`src/rtl/bcd_disp_pkg.sv`:
```
// Shared types and constants for the BCD display sequencer.
package bcd_disp_pkg;

   localparam int DIGIT_W = 4;

   // Active-low segments, bit0=a .. bit6=g
   localparam logic [6:0] SEG_BLANK = 7'h7F;

   localparam logic [6:0] SEG_DIGIT [10] = '{
      7'b1000000,   // 0
      7'b1111001,   // 1
      7'b0100100,   // 2
      7'b0110000,   // 3
      7'b0011001,   // 4
      7'b0010010,   // 5
      7'b0000010,   // 6
      7'b1111000,   // 7
      7'b0000000,   // 8
      7'b0010000    // 9
   };

   typedef enum logic [1:0] {
      ST_IDLE   = 2'd0,
      ST_CONV   = 2'd1,
      ST_UPDATE = 2'd2
   } state_e;

endpackage

```
`src/rtl/seg7_decode.sv`:
```
// One BCD digit to active-low 7-segment pattern; non-decimal codes and
// the blank request both produce an unlit digit.
module seg7_decode
   import bcd_disp_pkg::*;
(
   input  logic [DIGIT_W-1:0] digit_i,
   input  logic               blank_i,
   output logic [6:0]         seg_o
);

   // Table lookup, blank wins over the digit value
   always_comb begin
      seg_o = SEG_BLANK;
      if (!blank_i) begin
         case (digit_i)
            4'd0:    seg_o = SEG_DIGIT[0];
            4'd1:    seg_o = SEG_DIGIT[1];
            4'd2:    seg_o = SEG_DIGIT[2];
            4'd3:    seg_o = SEG_DIGIT[3];
            4'd4:    seg_o = SEG_DIGIT[4];
            4'd5:    seg_o = SEG_DIGIT[5];
            4'd6:    seg_o = SEG_DIGIT[6];
            4'd7:    seg_o = SEG_DIGIT[7];
            4'd8:    seg_o = SEG_DIGIT[8];
            4'd9:    seg_o = SEG_DIGIT[9];
            default: seg_o = SEG_BLANK;
         endcase
      end
   end

endmodule

```
`src/rtl/bcd_display_sequencer.sv`:
```
// Sequential binary-to-BCD display controller: accepts a value, runs one
// double-dabble step per clock, then updates all three digits at once.
//
//  state     | meaning
//  ----------+--------------------------------------------------------
//  ST_IDLE   | ready for a new value (in_ready=1)
//  ST_CONV   | one add-3/shift step per cycle, cnt counts bits left
//  ST_UPDATE | copy working BCD to display regs, pulse done
module bcd_display_sequencer
   import bcd_disp_pkg::*;
#(
   parameter int WIDTH = 8
) (
   input  logic             Clock,
   input  logic             Resetn,
   input  logic [WIDTH-1:0] value,
   input  logic             in_valid,
   output logic             in_ready,
   input  logic             blank_lz,
   output logic             busy,
   output logic             done,
   output logic [6:0]       HEX2,
   output logic [6:0]       HEX1,
   output logic [6:0]       HEX0
);

   localparam int BCD_W = 3 * DIGIT_W;
   localparam int CNT_W = $clog2(WIDTH + 1);
   localparam logic [CNT_W-1:0] CNT_INIT = CNT_W'(WIDTH);
   localparam logic [CNT_W-1:0] CNT_ONE  = CNT_W'(1);

   state_e             state_q;
   logic [WIDTH-1:0]   shreg_q, shreg_d;
   logic [BCD_W-1:0]   bcd_q, bcd_d, bcd_adj;
   logic [CNT_W-1:0]   cnt_q;
   logic [BCD_W-1:0]   dig_q;
   logic               done_q;
   logic               blank_hund, blank_tens;

   // Add-3 correction on every working digit, then shift {bcd, shreg} left;
   // the carry out of the top digit is dropped since 255 fits three digits
   always_comb begin
      bcd_adj = bcd_q;
      for (int i = 0; i < 3; i++) begin
         if (bcd_q[DIGIT_W*i +: DIGIT_W] >= 4'd5)
            bcd_adj[DIGIT_W*i +: DIGIT_W] = bcd_q[DIGIT_W*i +: DIGIT_W] + 4'd3;
      end
      {bcd_d, shreg_d} = {bcd_adj, shreg_q} << 1;
   end

   // Sequencer FSM with the conversion datapath and held display digits
   always_ff @(posedge Clock or negedge Resetn) begin
      if (!Resetn) begin
         state_q <= ST_IDLE;
         shreg_q <= '0;
         bcd_q   <= '0;
         cnt_q   <= '0;
         dig_q   <= '0;
         done_q  <= 1'b0;
      end else begin
         done_q <= 1'b0;
         case (state_q)
            ST_IDLE: begin
               if (in_valid) begin
                  shreg_q <= value;
                  bcd_q   <= '0;
                  cnt_q   <= CNT_INIT;
                  state_q <= ST_CONV;
               end
            end
            ST_CONV: begin
               shreg_q <= shreg_d;
               bcd_q   <= bcd_d;
               cnt_q   <= cnt_q - CNT_ONE;
               if (cnt_q == CNT_ONE)
                  state_q <= ST_UPDATE;
            end
            ST_UPDATE: begin
               dig_q   <= bcd_q;
               done_q  <= 1'b1;
               state_q <= ST_IDLE;
            end
            default: state_q <= ST_IDLE;
         endcase
      end
   end

   assign in_ready = (state_q == ST_IDLE);
   assign busy     = ~in_ready;
   assign done     = done_q;

   // Leading-zero blanking looks at the held digits, so it can toggle freely
   assign blank_hund = blank_lz && (dig_q[11:8] == 4'd0);
   assign blank_tens = blank_hund && (dig_q[7:4] == 4'd0);

   seg7_decode u_seg_hund (.digit_i(dig_q[11:8]), .blank_i(blank_hund), .seg_o(HEX2));
   seg7_decode u_seg_tens (.digit_i(dig_q[7:4]),  .blank_i(blank_tens), .seg_o(HEX1));
   seg7_decode u_seg_ones (.digit_i(dig_q[3:0]),  .blank_i(1'b0),       .seg_o(HEX0));

endmodule

```
`config.mk`:
```
export PLATFORM = sky130hd
export DESIGN_NAME = bcd_display_sequencer
export DESIGN_NICKNAME = d
export VERILOG_FILES = /design/src/rtl/bcd_disp_pkg.sv /design/src/rtl/seg7_decode.sv /design/src/rtl/bcd_display_sequencer.sv
export SDC_FILE = /design/constraint.sdc
export NUM_CORES = 1
export LEC_CHECK = 0
export BUFFER_PORTS_ARGS = -buffer_cell sky130_fd_sc_hd__buf_2
export CAP_MARGIN = 10
export CORE_ASPECT_RATIO = 1.75
export CORE_MARGIN = 3
export CORE_UTILIZATION = 62
export DETAILED_ROUTE_END_ITERATION = 7
export HOLD_SLACK_MARGIN = 0.06
export PLACE_DENSITY = 0.85
export SLEW_MARGIN = 10
export SYNTH_ARGS = -nofsm -noshare
export SYNTH_HDL_FRONTEND = slang
export SYNTH_SLANG_ARGS = --single-unit
```
`constraint.sdc`:
```
create_clock -name Clock -period 2.2 [get_ports Clock]
set_input_delay 0.44 -clock Clock [delete_from_list [all_inputs] [get_ports Clock]]
set_output_delay 0.44 -clock Clock [all_outputs]
set_load 0.005 [all_outputs]
```
==> results.txt <==
* Arrival time at the worst endpoint: approximately 1700 ps
- In the final design database the tool counted about 360 nets.
- In this run the number of H-tree levels came out at 2.
- Of all flip-flops after synthesis, the portion carrying an async set or reset was 1.00.
- CP Capture Point: HEX1[2]
* Nets in the synthesized netlist: around 330
* Worst R2R Start: bcd_q[0]$_DFFE_PN0P_
* Cell count after synthesis: 292
* Total number of placement rows: 30
* Clock network fraction of design power: 0.113
* Sequential fraction of the synthesis area: 0.379
- Launching instance or port of the critical path: dig_q[8]$_DFFE_PN0P_
- After synthesis the netlist holds a flip-flop and latch count of 39.
* Number of buffers added by the clock tree synthesis step: 5
* Worst endpoint required time: 1760 ps
- Cell taking the most area after synthesis: dfrtp_1
* Overall die height: approximately 91 um
- The number of buffers and inverters on the critical path is 2.
- Path category of the worst min-delay check: primary input to asynchronous set/reset pin
* Total number of yosys warnings: 0
- Fill cells in the final layout number about 330.
- At the end of routability-driven placement, the weighted congestion stood at 0.748.
- Power share of the sequential group: 0.313
- The first routing iteration left 39 violations.
* Number of hold buffers added after cts: 0
- TritonCTS built the clock tree.
- Excluding fillers, the count of instances in the completed layout stands at 376.
- Type of destination of the critical path: primary output
* Time the final worst path needs with I/O delays and setup: approximately 2100 ps
- STA classifies the critical path startpoint as a flip-flop.
- The routed design has 5.12 mm of wire.
- For this run, the share of the core covered by cells in the final layout is 0.733.
* Total gr overflow: 0
- Cell area power density: around 1400 nW/um^2
* Commonest non-fill, non-tap cell in the layout: nand2_1
* Horizontal extent of the die: between 50 and 60 um
- For this design the total switching power over the nets is roughly 1.8 mW.
- The design draws approximately 4.2 mW.
- Highest clock frequency the design can meet: roughly 0.47 GHz
- Clk Latency, worst-skew pair: 300 ps
- Synth top area cells: dfrtp_1 (38%), ha_1 (11%), nand2_1 (5.7%)
- The synthesized design contains 0 enable-type register cells.
* Length in cells of the worst reg-to-reg path: 5
- Setup repair after global routing missed its margin: false
* Reported max-cap violation count: 0
- Summed over all nets, the half-perimeter wirelength after detailed placement is roughly 3.7 mm.
* Largest net degree at the start of global routing: 27
- Final ANT Viol Nets: 0
- Peak supply drop: roughly 1.0 mV
* Reg clk slew, reported paths: ~80 ps
- The number of max-slew violations in the final report came to 0.
* Slowest-stage cell, CP: dfrtp_1
- Top fanout value on the critical path: 7
* Final Hold Vio Count: 0
- The tree is rooted in a clkbuf_8.
* Max clock buf depth: 2
* Path length in cells of the critical path: 6
- Overall via count from detail_route: approximately 2200
* Core area: roughly 3900 um^2
- Wirelength per Cell: around 14 um
- Period Utilization, post-route: 0.967
* CP top delay family: flip-flops
* Starting density of the core: 0.653
* Fraction of post-synthesis cell area in the top cell type by area: 0.379
- Proportion of total power due to net switching: 0.439
- After detailed routing, the number of vias per cell comes to 5.74.
- The pre-antenna-repair detailed-routing pass consisted of 4 iterations.
* Commonest cells after routing, fill and taps aside: nand2_1 (39), dfrtp_1 (36), buf_2 (35)
- The first global-routing pass estimated between 8 and 9 mm of wire.
* Max incr delay on CP: around 400 ps
- The repair_antennas step left the layout with diodes totalling 0.
* Maximum clock skew at final layout: ~8.7 ps
- In this run the cell area measured after placement is 2740 um^2.
* Area delta synth->final: 12.3%
- The netlist uses 44 different library cells.
- Mean Syn Cell Area: slightly below 9 um^2
- Cell leakage power: 1.39 nW
- Number of clock sinks: 39
- Via count of the first global-routing pass: roughly 2000
* Worst reg-to-reg setup slack: just over 600 ps
- The finished cells cover roughly 2900 um^2.
- Internal power comes to around 2.3 mW.
- Of the total power, combinational logic draws 0.574.
- Traced cell by cell, the critical path runs through inv_2, ha_4, and4bb_4, a21oi_1, o31ai_1, buf_2.
- Prevailing post-synth register cell: dfrtp_1
- Fraction of layout cells with a size suffix above 1: 0.210
* Actual slew at the worst max-slew pin: 571 ps
- Antenna violations before repair: 0
* Outcome: finished, final reports clean
* Count of boundary I/O pins: 36
- Number of buffers inserted by port buffering: 35
* Dpl cells: roughly 360
- Setup CP Type: flip-flop to primary output
* Sum of negative setup slack: 0 ps
- Worst r2r dst: bcd_q[4]$_DFFE_PN0P_
- Max-slew headroom at the worst pin: 0.619
- Die area: 4990 um^2
- Mapped Area: around 2600 um^2
- Setup violations remaining at the end of the flow were counted as 0.
- Global-route usage over all layers: 0.225
- DR DRC count: 0
## worst min-delay path by stage
stage	start	end	slack, ps	depth (start not counted)
after floorplan	Resetn	bcd_q[0]$_DFFE_PN0P_	140	0
after detailed placement	Resetn	cnt_q[2]$_DFFE_PN0P_	460	1
after CTS	Resetn	bcd_q[11]$_DFFE_PN0P_	140	1
after global placement	Resetn	cnt_q[2]$_DFFE_PN0P_	470	1
after global routing	Resetn	bcd_q[11]$_DFFE_PN0P_	160	1
final	Resetn	bcd_q[11]$_DFFE_PN0P_	130	1
## synthesized netlist by cell type (all sizes together), types with 3 or more instances
master / instances
o21a: 3
inv: 26
o21ai: 35
dfrtp: 39
nand2: 39
o2111ai: 6
nor2: 12
o32ai: 3
o221ai: 3
and3b: 7
a32o: 3
a21oi: 22
a31oi: 4
buf: 16
nand2b: 12
ha: 23
or2: 3
nor2b: 6
o211ai: 3
o31ai: 5
## through the flow
stage                     setup WS (ps)  hold WS, ps
after floorplan                     511          144
after global placement              371          470
after detailed placement            282          460
after CTS                          25.4          144
after global routing              0.793          164
final                              73.1          129
## area by class of cell
type	instances	area, um^2	share of cell area
clock buffer	5	68.8	0.0238
clock inverter	3	15.0	0.00520
inverter	26	97.6	0.0338
multi-input combinational	210	1420	0.491
sequential	39	980	0.339
tap	48	60.1	0.0208
timing repair buffer	45	250	0.0866
## power groups by stage
| stage | Combinational, mW | Sequential, mW | Clock, mW |
|---|---|---|---|
| final | 2.38 | 1.30 | 0.472 |
| after global routing | 2.70 | 1.36 | 0.505 |
| after CTS | 2.32 | 1.29 | 0.480 |
| after detailed placement | 2.27 | 1.31 | 0 |
| after global placement | 2.19 | 1.30 | 0 |
| after floorplan | 1.75 | 1.18 | 0 |
## sequential cells by signal (all words and copies together) (netlist names)
name and cells:
bcd_q 12, cnt_q 4, state_q 2, shreg_q 8
done 1, dig_q 12
## logic make-up after synthesis
group / after synthesis / share of synthesized area
fa+ha+maj: 23 / 0.112
xor+xnor: 2 / 0.00681
mux: 2 / 0.00778
flops: 39 / 0.379
buf+inv: 43 / 0.0778
compound gates: 96 / 0.245
simple gates: 87 / 0.172
## worst register-to-register path: cells and delay by family, from the launching register on
family / cells / cell delay (ps)
simple gates: 1 / 160
flops: 1 / 390
fa+ha+maj: 1 / 240
compound gates: 2 / 560
buf+inv: 1 / 110
## per-layer routing
layer / track usage / up-vias / wire (um)
met5: 0 / - / 0
met4: 0.0873 / 0 / 89
met3: 0.0345 / 6 / 197
met2: 0.412 / 43 / 2920
met1: 0.237 / 1019 / 1910
li1: - / 1089 / -
## repair_timing
item,in CTS,in global routing
buffers inserted,2,3
gates resized for setup,1,8
gates cloned,0,0
endpoints found under the setup margin,6,12
endpoints found under the hold margin,0,0
pin swaps,1,2
(Power assumes the default switching activity.)
